## src/rtl/mcp4822_pkg.sv

```systemverilog
// Shared types and command-word helpers for the MCP4822 dual-channel DAC transmitter.
package mcp4822_pkg;

  typedef enum logic [2:0] {
    IDLE    = 3'd0,
    FRAME_A = 3'd1,
    GAP_A   = 3'd2,
    FRAME_B = 3'd3,
    GAP_B   = 3'd4,
    LDAC    = 3'd5
  } state_t;

  localparam int CH_SEL = 15;
  localparam int GA_N   = 13;
  localparam int SHDN_N = 12;

  function automatic logic [15:0] make_cmd(input logic ch, input logic ga_n,
                                           input logic [11:0] data);
    logic [15:0] w;
    w         = {4'b0000, data};
    w[CH_SEL] = ch;
    w[GA_N]   = ga_n;
    w[SHDN_N] = 1'b1;
    return w;
  endfunction

endpackage

```

## src/rtl/mcp4822_frame_shifter.sv

```systemverilog
// Serializes one 16-bit word as a mode-0 SPI frame: one idle-low phase, 16 clock pairs, ssn held low 33H.
module mcp4822_frame_shifter #(
  parameter int H = 12
) (
  input  logic        clock,
  input  logic        reset,
  input  logic        start_i,
  input  logic [15:0] word_i,
  output logic        done_o,
  output logic        sclk_o,
  output logic        ssn_o,
  output logic        mosi_o
);
  localparam int CW = (H > 1) ? $clog2(H) : 1;
  localparam logic [CW-1:0] CNT_END = CW'(H - 1);

  logic          busy_q, busy_d;
  logic          sclk_q, sclk_d;
  logic          ssn_q, ssn_d;
  logic [CW-1:0] cnt_q, cnt_d;
  logic [5:0]    ph_q, ph_d;
  logic [15:0]   sh_q, sh_d;
  logic          phase_end;

  assign phase_end = busy_q && (cnt_q == CNT_END);
  assign done_o    = phase_end && (ph_q == 6'd32);
  assign sclk_o    = sclk_q;
  assign ssn_o     = ssn_q;
  assign mosi_o    = sh_q[15];

  // Phase 0 is the lead-in low, odd phases are sclk high, even phases >0 are sclk low.
  always_comb begin
    busy_d = busy_q;
    sclk_d = sclk_q;
    ssn_d  = ssn_q;
    cnt_d  = cnt_q;
    ph_d   = ph_q;
    sh_d   = sh_q;
    if (start_i) begin
      busy_d = 1'b1;
      cnt_d  = '0;
      ph_d   = '0;
      sh_d   = word_i;
      ssn_d  = 1'b0;
      sclk_d = 1'b0;
    end else if (phase_end) begin
      cnt_d = '0;
      if (ph_q == 6'd32) begin
        busy_d = 1'b0;
        ssn_d  = 1'b1;
        sh_d   = '0;
      end else begin
        ph_d   = ph_q + 6'd1;
        sclk_d = ~sclk_q;
        // The last falling edge leaves bit 0 in place until ssn rises.
        if (sclk_q && (ph_q != 6'd31)) sh_d = {sh_q[14:0], 1'b0};
      end
    end else if (busy_q) begin
      cnt_d = cnt_q + 1'b1;
    end
  end

  always_ff @(posedge clock or posedge reset) begin
    if (reset) begin
      busy_q <= 1'b0;
      sclk_q <= 1'b0;
      ssn_q  <= 1'b1;
      cnt_q  <= '0;
      ph_q   <= '0;
      sh_q   <= '0;
    end else begin
      busy_q <= busy_d;
      sclk_q <= sclk_d;
      ssn_q  <= ssn_d;
      cnt_q  <= cnt_d;
      ph_q   <= ph_d;
      sh_q   <= sh_d;
    end
  end

endmodule

```

## src/rtl/mcp4822_tx.sv

```systemverilog
// MCP4822 dual-channel transmitter: frame A, gap, frame B, gap, optional LDAC strobe.
// Define MCP4822_LDAC_SYNC_EN to update both outputs together on an LDAC pulse.
module mcp4822_tx
  import mcp4822_pkg::*;
#(
  parameter int CLOCK_FREQ = 25000000,
  parameter int SCLK_FREQ  = 1000000,
  parameter int GAIN_X2    = 0
) (
  input  logic        clock,
  input  logic        reset,
  input  logic [11:0] ldata_i,
  input  logic [11:0] rdata_i,
  input  logic        valid_i,
  output logic        ready_o,
  output logic        spi_clk_o,
  output logic        spi_ssn_o,
  output logic        spi_mosi_o,
  output logic        spi_ldacn_o
);
  localparam int H  = CLOCK_FREQ / (2 * SCLK_FREQ);
  localparam int CW = (2 * H > 1) ? $clog2(2 * H) : 1;
  localparam logic [CW-1:0] GAP_END = CW'(2 * H - 1);
  localparam logic GA_N_BIT = (GAIN_X2 == 0);

  if (H < 1) begin : g_h_chk
    $error("mcp4822_tx: CLOCK_FREQ/(2*SCLK_FREQ) must be at least 1");
  end

  state_t        state_q;
  logic [CW-1:0] cnt_q;
  logic          ready_q;
  logic [11:0]   rdata_q;
  logic          accept, gap_end, start, done;
  logic [15:0]   word;

  assign accept  = valid_i && ready_q;
  assign gap_end = (cnt_q == GAP_END);
  assign start   = accept || ((state_q == GAP_A) && gap_end);
  // Frame A comes straight from the inputs at accept; the shifter captures it on the same edge.
  assign word    = (state_q == IDLE) ? make_cmd(1'b0, GA_N_BIT, ldata_i)
                                     : make_cmd(1'b1, GA_N_BIT, rdata_q);
  assign ready_o = ready_q;

`ifdef MCP4822_LDAC_SYNC_EN
  logic ldacn_q;
  assign spi_ldacn_o = ldacn_q;
`else
  assign spi_ldacn_o = 1'b0;
`endif

  always_ff @(posedge clock or posedge reset) begin
    if (reset) begin
      state_q <= IDLE;
      cnt_q   <= '0;
      ready_q <= 1'b1;
      rdata_q <= '0;
`ifdef MCP4822_LDAC_SYNC_EN
      ldacn_q <= 1'b1;
`endif
    end else begin
      case (state_q)
        IDLE: if (accept) begin
          state_q <= FRAME_A;
          rdata_q <= rdata_i;
          ready_q <= 1'b0;
          cnt_q   <= '0;
        end
        FRAME_A: if (done) begin
          state_q <= GAP_A;
          cnt_q   <= '0;
        end
        GAP_A: if (gap_end) begin
          state_q <= FRAME_B;
          cnt_q   <= '0;
        end else cnt_q <= cnt_q + 1'b1;
        FRAME_B: if (done) begin
          state_q <= GAP_B;
          cnt_q   <= '0;
        end
        GAP_B: if (gap_end) begin
          cnt_q   <= '0;
`ifdef MCP4822_LDAC_SYNC_EN
          state_q <= LDAC;
          ldacn_q <= 1'b0;
`else
          state_q <= IDLE;
          ready_q <= 1'b1;
`endif
        end else cnt_q <= cnt_q + 1'b1;
`ifdef MCP4822_LDAC_SYNC_EN
        LDAC: if (gap_end) begin
          state_q <= IDLE;
          ldacn_q <= 1'b1;
          ready_q <= 1'b1;
          cnt_q   <= '0;
        end else cnt_q <= cnt_q + 1'b1;
`endif
        default: state_q <= IDLE;
      endcase
    end
  end

  mcp4822_frame_shifter #(.H(H)) u_shift (
    .clock   (clock),
    .reset   (reset),
    .start_i (start),
    .word_i  (word),
    .done_o  (done),
    .sclk_o  (spi_clk_o),
    .ssn_o   (spi_ssn_o),
    .mosi_o  (spi_mosi_o)
  );

endmodule
```

## config.mk

```make
export PLATFORM = sky130hd
export DESIGN_NAME = mcp4822_tx
export DESIGN_NICKNAME = d
export VERILOG_FILES = /design/src/rtl/mcp4822_pkg.sv /design/src/rtl/mcp4822_frame_shifter.sv /design/src/rtl/mcp4822_tx.sv
export SDC_FILE = /design/constraint.sdc
export NUM_CORES = 1
export LEC_CHECK = 0
export ABC_AREA = 1
export CORE_ASPECT_RATIO = 0.5
export CORE_MARGIN = 4
export CORE_UTILIZATION = 50
export CTS_BUF_LIST = sky130_fd_sc_hd__clkbuf_16
export CTS_CLUSTER_DIAMETER = 80
export DETAILED_ROUTE_END_ITERATION = 16
export GPL_TIMING_DRIVEN = 1
export HOLD_SLACK_MARGIN = 0.1
export PLACE_DENSITY = 0.81
export SLEW_MARGIN = 0
export SYNTH_ARGS = -nofsm -noshare
export SYNTH_HDL_FRONTEND = slang
export SYNTH_HIERARCHICAL = 1
export SYNTH_SLANG_ARGS = --single-unit
export TNS_END_PERCENT = 5
```

## constraint.sdc

```tcl
create_clock -name clock -period 3.1 [get_ports clock]
set_clock_uncertainty 0.1 [all_clocks]
set_input_delay 0.62 -clock clock [delete_from_list [all_inputs] [get_ports clock]]
set_output_delay 0.62 -clock clock [all_outputs]
set_load 0.03 [all_outputs]
```

---- After elaboration in Yosys (flattened, before gate mapping) ----
Index checks and enable logic that the tools add are counted.
storage, ports and cells
  register bits after elaboration ......... 50
  bits of input ports ..................... 27
  output and inout port bits .............. 5
  word-level logic and storage cells ...... 84
operators by class
  $add $sub $neg .......................... 3
  equal/unequal tests ..................... 15
  mux-type cells .......................... 33
  bitwise operators ....................... 1
  reductions and logical operators ........ 22
operators by type and width
  kind                                                                      number
  16-bit 2-to-1 mux                                                         5
  6-bit 2-to-1 mux                                                          3
  3-bit 2-to-1 mux                                                          5
  5-bit 2-to-1 mux                                                          3
  3-bit one-hot mux with 5 select lines                                     1
  5-bit one-hot mux with 3 select lines                                     1
  4-bit 2-to-1 mux                                                          3
  2-bit inequality test (second input constant)                             6
  1-bit 2-to-1 mux                                                          11
  3-bit nonzero test                                                        3
  2-bit AND reduction                                                       4
  6-bit by 1-bit adder with 6-bit output (second input constant)            1
  3-bit by 2-bit == test with 1-bit output (second input constant)          2
  6-bit == test (second input constant)                                     1
  6-bit by 5-bit inequality test with 1-bit output (second input constant)  1
  3-bit AND reduction                                                       2
  2-bit nonzero test                                                        3
  5-bit by 1-bit adder with 5-bit output (second input constant)            1
  5-bit == test (second input constant)                                     1
  1-bit logical AND                                                         5
  5-bit AND reduction                                                       1
  4-bit by 1-bit adder with 4-bit output (second input constant)            1
  4-bit == test (second input constant)                                     1
  2-bit OR reduction                                                        2
  7 further kinds                                                           7

---- Depth between registers and ports, before layout ----
Gate-level depths: netlist (run 1).
  depth after elaboration ................. 6
  mapped depth ............................ 13
  mapped depth without buffers ............ 12

---- Hierarchy ----
The synthesis (run 1) kept the hierarchy.
modules (own cells, without submodules)
  module                 times used  cells an instance  area each (um^2)
  mcp4822_frame_shifter  1           216                1620.3
  mcp4822_tx             1           161                1172.4

---- Least setup slack after synthesis (run 1) ----
Ideal clock, no wire load.
  path kind ............................... register to register
  start ................................... register cnt_q[0] (netlist name)
  end ..................................... register u_shift.sh_q[1]
  arrival time ............................ 1914 ps
  setup slack ............................. 970 ps
  stages on the path, launching flop included .. 10
  clock period less this slack ............ 2130 ps
  path through ............................ dfrtp_1 ha_1 nand4_1 o21ai_0 inv_1 nand2_2 nand2_4 buf_6 nand2_1 nand2_1
RTL lines
  element               RTL line                     source
  end signal, assigned  mcp4822_frame_shifter.sv:70  sh_q <= '0;
  end signal, assigned  mcp4822_frame_shifter.sv:77  sh_q <= sh_d;
  end, declared         mcp4822_frame_shifter.sv:22  logic [15:0] sh_q, sh_d;

==> results.toml, run 1 <==
[outcome]
status = "completed"

[logic_synthesis]
yosysTopAreaCell = "dfrtp_1"
synth.most_common_cell = "nand2_1"
synthCells = 377
ys_ff_latch = 50
synth_edf_count = 0
seq_area_frac_synth_pct = 44.9
ys_top_cells_by_area = "dfrtp_1 (43%), nand2_1 (23%), nand3_1 (9.9%)"
synth-warning-count = 6
ys_types = 31
synth_ff_type = "dfrtp_1"
synthTopCellsByCount = "nand2_1 (170), nand3_1 (55), dfrtp_1 (48)"
netlist.area_leader.share_pct = 43.0
synth_area_per_cell_sq_um = 7.41
synthArstFlopShare_pct = 100
synth_area_sq_mm = 0.00279

[setup_path]
crit_chain = "ha_1 -> nand4_1 -> o21ai_1 -> inv_1 -> nand2_2 -> nand2_4 -> nand2_1 -> nand2_1"
critPathBufInv = 1
reg2reg_setup_slack_ns = 0.61
crit_top_cell = "nand2_1"
crit_type = "flop to flop"
slowest_stage = "dfrtp_1"
cpPeakStageDelay_ns = 0.40
critPathMaxFanout = 18
startpoint_type = "flop"
rr_endpoint = "u_shift/sh_q[12]"
endpoint_kind = "flop"
cp.required_ns = 3.17
r2r_cells = 8
critPathTopFamily = "simple AND/OR/NAND/NOR gates"
reg2reg_from = "cnt_q[0]"
crit_arrival_ns = 2.56

[sta]
fin_crit_sh_pct = 80.4
drv_slew = 0
setup_tns_ns = 0
hold_viol = 0
setup_violations = 0
fin_crit_ns = 2.49
rsz0062_at_grt = "no"
worstMarginPinSlew_ns = 0.784
fmax_ghz = 0.401
relSlewSlack_pct = 47.7
timing.hold.ws_ns = 0.375

[clocking]
ctsLongestPathBuffers = 2
cts_setup_buffers = 0
cts_root_buf = "clkbuf_16"
clkSlewWorstSetupHoldPaths_ns = 0.07
postCtsHoldBufs = 0
cts_resized = 0
cts_buffers = 5
insertion_delay_ns = 0.28
cts_tree = "yes"
ctsHtreeMaxLevel = 2
clock_sinks = 50

[floorplan]
io_pins = 32
dieWidth_microns = 114
rows = 18
dieHeight_microns = 60.8
dieArea_sq_mm = 0.00692
core-area_sq_mm = 0.00516
start_util_pct = 54.1

[pwr]
pwr_density_cell_mw_per_mm2 = 874
p_leak_nw = 1.70
peakVddDrop_v = 0.000370

[detailed_routing]
wl_per_cell_microns = 12.9
wirelength_microns = 6120
first_iter_violations = 148
vias_per_cell = 5.25
ant_nets = 0
vias = 2492
drc_errors = 0
first_pass_iters = 5

[flow_run]
cap_violations = 0

[place]
port-buffer-count = 30
dp_hpwl_microns = 4320
place_congestion = 0.872

[cells_and_area]
nNetsFinal = 435
layout-drive-gt1-share_pct = 8.15
synthToLayoutAreaGrowth_pct = 17.2
fillers = 442
diodes = 0

[grt]
grt_use_total_pct = 18.8
grt_pass1_vias = 2287
antenna_found_initial = 0
overflow = 0
grt_pass1_wl_microns = 10400
grt_max_degree = 30

[worst_hold_path]
hold-path-cell-count = 2
hp-class = "flop to flop"
worstHoldStart = "u_shift/sh_q[0]"
min_to = "u_shift/sh_q[0]"
[layer usage]
layer / GRT usage (%) / routed length (microns)
met1: 25.0 / 2910
met3: 3.49 / 234
met4: 5.31 / 48
met5: 0 / 0
met2: 32.3 / 2930
[registers in the layout, indices dropped and copies added, names as in the netlist]
signal	count
u_shift/sclk_o	1
u_shift/sh_q	16
cnt_q	5
u_shift/busy_q	1
u_shift/ssn_o	1
ready_o	1
state_q	3
u_shift/cnt_q	4
rdata_q	12
u_shift/ph_q	6
[worst reg2reg max path, stage by stage, from the launching register on]
cell	delay [ns]
dfrtp_1	0.40
ha_1	0.28
nand4_1	0.33
o21ai_1	0.30
inv_1	0.24
nand2_2	0.38
nand2_4	0.20
nand2_1	0.09
nand2_1	0.06
[logic make-up (layout without fill, tap and decap cells)]
group,count (synthesis),in the layout,share of synthesized area [%]
adder cells (fa/ha/maj),4,4,1.79
buffers and inverters,38,64,6.72
XOR/XNOR,1,1,0.314
AND/OR/NAND/NOR,268,268,43.3
AO/OA/AOI/OAI,14,14,2.73
other,2,4,0.269
flip-flops,50,50,44.9
[how the worst max path moves through the flow]
| stage | start | cells past startpoint | slack [ns] | end |
|---|---|---|---|---|
| after floorplan | cnt_q[0] | 9 | 0.97 | u_shift/sh_q[1] |
| after global placement | valid_i | 8 | 0.65 | u_shift/sh_q[0] |
| after detailed placement | valid_i | 8 | 0.59 | u_shift/sh_q[13] |
| after CTS | cnt_q[0] | 8 | 0.68 | u_shift/sh_q[12] |
| after global routing | cnt_q[0] | 8 | 0.44 | u_shift/sh_q[14] |
| final | cnt_q[0] | 8 | 0.61 | u_shift/sh_q[12] |
[stage by stage]
step / std cells / setup slack, ns / cell area [sq um] / utilization (%) / power (mW)
floorplan: 379 / 0.970 / 2800 / - / 1.98
global placement: 467 / 0.651 / 3110 / 60.3 / 2.17
detailed placement: 467 / 0.587 / 3110 / 60.3 / 2.24
CTS: 475 / 0.683 / 3270 / 63.5 / 2.87
global route: 475 / 0.441 / 3270 / 63.5 / 3.10
finish: 475 / 0.607 / 3270 / 63.5 / 2.86
[report_power, final]
group          internal (mW)  switching, mW
sequential             0.921          0.215
clock                  0.378          0.230
combinational          0.405          0.713
[cell type report]
type | instances | area [sq um] | area share, %
well taps | 70 | 87.6 | 2.67
multi-input cells | 291 | 1360 | 41.5
inverters | 23 | 86.3 | 2.64
clock inverters | 3 | 40.0 | 1.22
repair buffers | 33 | 323 | 9.86
clock buffers | 5 | 125 | 3.82
flip-flops and latches | 50 | 1250 | 38.3
[cell usage in the layout (no fill, tap or decap), types with 4 or more instances in the layout]
cell	instances
nand2_1	170
nand3_1	55
dfrtp_1	48
clkdlybuf4s50_1	30
inv_1	20
nor2_1	15
o21ai_0	8
nand4_1	6
clkbuf_16	5
ha_1	4
conb_1	4
(Power assumes the default switching activity.)
==> run 2, diff against run 1 <==
PLACE_DENSITY = 0.84   (was 0.81)
clock period = 2 ns   (was 3.1 ns; I/O delays follow)
==> results.toml, run 2 (same netlist as run 1, synthesis figures left out) <==
[sta]
setup_violations = 0
hold_viol = 0
fin_crit_sh_pct = 94.7
fmax_ghz = 0.528
rsz0062_at_grt = "yes"
fin_crit_ns = 1.89
drv_slew = 0
setup_slack_ns = 0.105
timing.hold.ws_ns = 0.287

[place]
dp_worst_setup_slack_ns = -0.0808
port-buffer-count = 30
dp.cells = 480
place_congestion = 0.847
dp_hpwl_microns = 4620

[setup_path]
startpoint_type = "flop"
reg2reg_setup_slack_ns = 0.11
rr_endpoint = "u_shift/sh_q[3]"
r2r_cells = 9
crit_type = "flop to flop"
critPathMaxFanout = 16
critPathCapture = "u_shift/sh_q[3]"
worstSetupStartpoint = "cnt_q[0]"
endpoint_kind = "flop"
cp.required_ns = 2.08
reg2reg_from = "cnt_q[0]"
crit_arrival_ns = 1.97

[grt]
antenna_found_initial = 0
grtUsageMet2_pct = 39.2
grt_pass1_vias = 2616
grt-busiest-layer = "met2"
use_met1_pct = 25.4
grt_pass1_wl_microns = 11500
grt_use_total_pct = 20.8
overflow = 0
grt_util_met3_pct = 3.49
grt_max_degree = 30

[floorplan]
core-area_sq_mm = 0.00516
rows = 18
io_pins = 32
dieHeight_microns = 60.8
dieWidth_microns = 114
dieArea_sq_mm = 0.00692
start_util_pct = 54.1

[detailed_routing]
wl_per_cell_microns = 13.6
drc_errors = 0
first_iter_violations = 207
vias = 2597
vias_per_cell = 5.32
wirelength_microns = 6650
ant_nets = 0
first_pass_iters = 4

[cells_and_area]
nNetsFinal = 448
fin_cells = 488
reg.largest.list = "u_shift/sh_q (16), rdata_q (12), u_shift/ph_q (6)"
synthToLayoutAreaGrowth_pct = 23.9
final_common_cell = "nand2_1"
mostFrequentLayoutCells = "nand2_1 (170), nand3_1 (55), dfrtp_1 (48), clkdlybuf4s50_1 (28), inv_1 (21)"
top_register = "u_shift/sh_q"
diodes = 0
largest_reg_flops = 16
layout-drive-gt1-share_pct = 11.5

[clocking]
clkSlewWorstSetupHoldPaths_ns = 0.07
cts_tree = "yes"
postCtsHoldBufs = 0
cts_buffers = 5
ctsHtreeMaxLevel = 2
cts_root_buf = "clkbuf_16"
clock_sinks = 50
ctsLongestPathBuffers = 2
insertion_delay_ns = 0.29

[pwr]
power_frac_comb_pct = 42.6
clockPowerShare_pct = 20.3
netSwitchingFraction_pct = 40.3
peakVddDrop_v = 0.000725
p_int_mw = 2.81
p_leak_nw = 1.82
pwr_density_cell_mw_per_mm2 = 1360
p_sw_mw = 1.90
p_seq_share_pct = 37.1

[flow_run]
cap_violations = 0

[outcome]
status = "completed"

[worst_hold_path]
hp-class = "input port to asynchronous set/reset pin"
-- run 2: what timing repair did --
item	4_1_cts	5_1_grt
setup buffers	0	0
gates resized for setup	1	5
pin swaps	0	1
setup endpoints to repair	4	31
-- run 2: cell type report --
type | instances | area [sq um]
Multi-Input combinational cell | 291 | 1380
Fill cell | 394 | 1700
Timing Repair Buffer | 46 | 488
Tap cell | 70 | 87.6
Sequential cell | 50 | 1250
Clock buffer | 5 | 125
Inverter | 23 | 86.3
Clock inverter | 3 | 41.3
-- run 2: how the worst min path moves through the flow --
stage                startpoint                to  slack [ns]  cells after the start
6_report                  reset          cnt_q[4]        0.29                      2
5_1_grt                   reset          cnt_q[4]        0.36                      2
4_1_cts                   reset          cnt_q[4]        0.30                      2
3_5_place_dp   u_shift/sh_q[10]  u_shift/sh_q[10]        0.36                      2
3_3_place_gp    u_shift/sh_q[3]   u_shift/sh_q[3]        0.35                      2
2_1_floorplan             reset          cnt_q[0]        0.28                      1
-- run 2: power by group through the flow --
stage	Combinational [mW]	Sequential [mW]	Clock, mW
finish	2.01	1.75	0.958
global placement	1.85	1.71	0
detailed placement	1.93	1.74	0
global route	2.28	1.79	1.01
floorplan	1.36	1.71	0
CTS	1.99	1.74	0.963
-- run 2: layer usage --
metal | vias to the layer above | wire (microns)
li1 | 1273 | -
met1 | 1234 | 2960
met2 | 81 | 3310
met3 | 9 | 284
met4 | 0 | 82
met5 | - | 0
-- run 2: stage by stage --
step / util [%] / instance area (sq um) / power [mW] / TNS [ns]
2_1_floorplan: - / 2800 / 3.07 / 0
3_3_place_gp: 63.4 / 3270 / 3.56 / 0
3_5_place_dp: 63.4 / 3270 / 3.67 / -0.606
4_1_cts: 66.7 / 3440 / 4.68 / 0
5_1_grt: 67.1 / 3460 / 5.08 / -0.0551
6_report: 67.1 / 3460 / 4.71 / 0
-- run 2: critical path, stage by stage (launching register included) --
cell and delay (ns):
dfrtp_1 0.41, ha_2 0.23, nand4_1 0.14, o21ai_2 0.23, buf_4 0.22, nor2_4 0.06, nand2_4 0.10, nand2_4 0.13
nand2_1 0.10, nand2_1 0.06
==> run 3, diff against run 2 <==
SYNTH_HIERARCHICAL = unset   (was 1)
==> results.toml, run 3 <==
[setup_path]
cp.required_ns = 1.50
critPathMaxFanout = 2
critical_path_depth = 1
startpoint_type = "flop"
r2r_cells = 10
critPathBufInv = 1
crit_chain = "clkdlybuf4s50_1"
reg2reg_setup_slack_ns = 0.15
slowest_stage = "clkdlybuf4s50_1"
crit_arrival_ns = 1.47
endpoint_kind = "output port"
cpPeakStageDelay_ns = 0.66
crit_type = "flop to output port"
critPathTopFamily = "buffers and inverters"

[grt]
grt_use_total_pct = 18.8
grt_max_degree = 30
antenna_found_initial = 0
grt_pass1_wl_microns = 10200
grt_pass1_vias = 2153
overflow = 0

[outcome]
status = "completed"

[logic_synthesis]
yosysTopAreaCell = "dfrtp_1"
synth_area_per_cell_sq_um = 7.04
synthTopCellsByCount = "nand2_1 (174), dfrtp_1 (48), nand3_1 (39)"
synth_ff_type = "dfrtp_1"
synth-warning-count = 0
synth.most_common_cell = "nand2_1"
synthCells = 394
synthArstFlopShare_pct = 100
netlist.area_leader.share_pct = 43.3
synth_area_sq_mm = 0.00278
ys_top_cells_by_area = "dfrtp_1 (43%), nand2_1 (24%), nand3_1 (7.0%)"
ys_ff_latch = 50
syn-num-nets = 425
seq_area_frac_synth_pct = 45.2
ys_types = 25
synth_edf_count = 0

[clocking]
cts_buffers = 5
insertion_delay_ns = 0.29
ctsLongestPathBuffers = 2
cts_root_buf = "clkbuf_16"
clkSlewWorstSetupHoldPaths_ns = 0.06
ctsHtreeMaxLevel = 2
cts_tree = "yes"
clock_sinks = 50

[pwr]
pwr_density_cell_mw_per_mm2 = 1330
power_frac_comb_pct = 42.2
p_leak_nw = 1.79
clockPowerShare_pct = 18.7
p_int_mw = 2.60
p_seq_share_pct = 39.2
netSwitchingFraction_pct = 41.5
peakVddDrop_v = 0.000686
p_sw_mw = 1.85

[cells_and_area]
synthToLayoutAreaGrowth_pct = 20.3
final_common_cell = "nand2_1"
diodes = 0
nNetsFinal = 461
final_cell_area_sq_mm = 0.00334
largest_reg_flops = 16
mostFrequentLayoutCells = "nand2_1 (173), dfrtp_1 (48), nand3_1 (39), inv_1 (37), nor2_1 (33)"
top_register = "u_shift.sh_q"
fin_cells = 501
layout-drive-gt1-share_pct = 8.12
reg.largest.list = "u_shift.sh_q (16), rdata_q (12), u_shift.ph_q (6)"

[detailed_routing]
route.layer.met1.wl_microns = 2990
first_pass_iters = 4
wl_met2_microns = 2680
met3_wirelength_microns = 310
first_iter_violations = 126
drc_errors = 0
vias_per_cell = 4.90
vias = 2456
ant_nets = 0
wirelength_microns = 6030
wl_per_cell_microns = 12.0
top_layer = "met4"

[sta]
setup_slack_ns = 0.0311
fmax_ghz = 0.508
fin_crit_sh_pct = 98.4
hold_viol = 0
setup_violations = 0
setup_tns_ns = 0
fin_crit_ns = 1.97
drv_slew = 0
rsz0062_at_grt = "no"

[floorplan]
io_pins = 32
core-area_sq_mm = 0.00513
dieArea_sq_mm = 0.00688
start_util_pct = 54.0
dieWidth_microns = 113
dieHeight_microns = 60.7
rows = 18

[place]
dp.cells = 493
port-buffer-count = 30
dp_hpwl_microns = 4330
dp_worst_setup_slack_ns = 0.0865
place_congestion = 0.892
placed_area_sq_mm = 0.00318

[flow_run]
cap_violations = 0

[worst_hold_path]
hp-class = "input port to asynchronous set/reset pin"
-- run 3: through the flow --
stage | utilization [%] | hold WS, ns | total power, mW
2_1_floorplan | - | 0.342 | 3.11
3_3_place_gp | 62.0 | 0.356 | 3.53
3_5_place_dp | 62.0 | 0.363 | 3.59
4_1_cts | 64.7 | 0.297 | 4.43
5_1_grt | 65.0 | 0.325 | 4.86
6_report | 65.0 | 0.297 | 4.45
-- run 3: path summary, 6_finish.rpt --
kind / startpoint / endpoint
min reg2reg: u_shift.sh_q[0] / u_shift.sh_q[0]
max in group asynchronous: reset / u_shift.ssn_o
max: u_shift.ssn_o / spi_ssn_o
max reg2reg: cnt_q[0] / u_shift.sh_q[9]
min: reset / rdata_q[0]
min in group clock: u_shift.sh_q[0] / u_shift.sh_q[0]
-- run 3: power groups by stage --
stage / Clock [mW] / Sequential (mW) / Combinational (mW)
3_3_place_gp: 0 / 1.74 / 1.79
4_1_cts: 0.835 / 1.73 / 1.87
3_5_place_dp: 0 / 1.73 / 1.86
5_1_grt: 0.888 / 1.79 / 2.18
6_report: 0.830 / 1.74 / 1.87
2_1_floorplan: 0 / 1.70 / 1.41
-- run 3: cell type report --
type / instances / area (sq um)
Fill cell: 442 / 1800
Tap cell: 70 / 87.6
Sequential cell: 50 / 1250
Timing Repair Buffer: 42 / 402
Clock buffer: 5 / 125
Multi-Input combinational cell: 291 / 1300
Clock inverter: 3 / 16.3
Inverter: 40 / 150
-- run 3: routing by layer --
layer / vias up / global-route usage [%]
met5: - / 0
met4: 0 / 4.11
met3: 4 / 3.29
met2: 65 / 30.1
met1: 1099 / 27.5
li1: 1288 / -
-- run 3: cells by family after synthesis --
| logic type | synth area share (%) |
|---|---|
| other cells | 0.135 |
| buf+inv | 8.39 |
| simple gates | 39.4 |
| fa+ha+maj | 1.80 |
| compound gates | 4.42 |
| flops | 45.2 |
| xor+xnor | 0.631 |
-- run 3: repair_timing --
item | 4_1_cts | 5_1_grt
hold buffers | 0 | 0
setup endpoints to repair | 1 | 21
buffers inserted | 0 | 0
gates resized for setup | 1 | 3
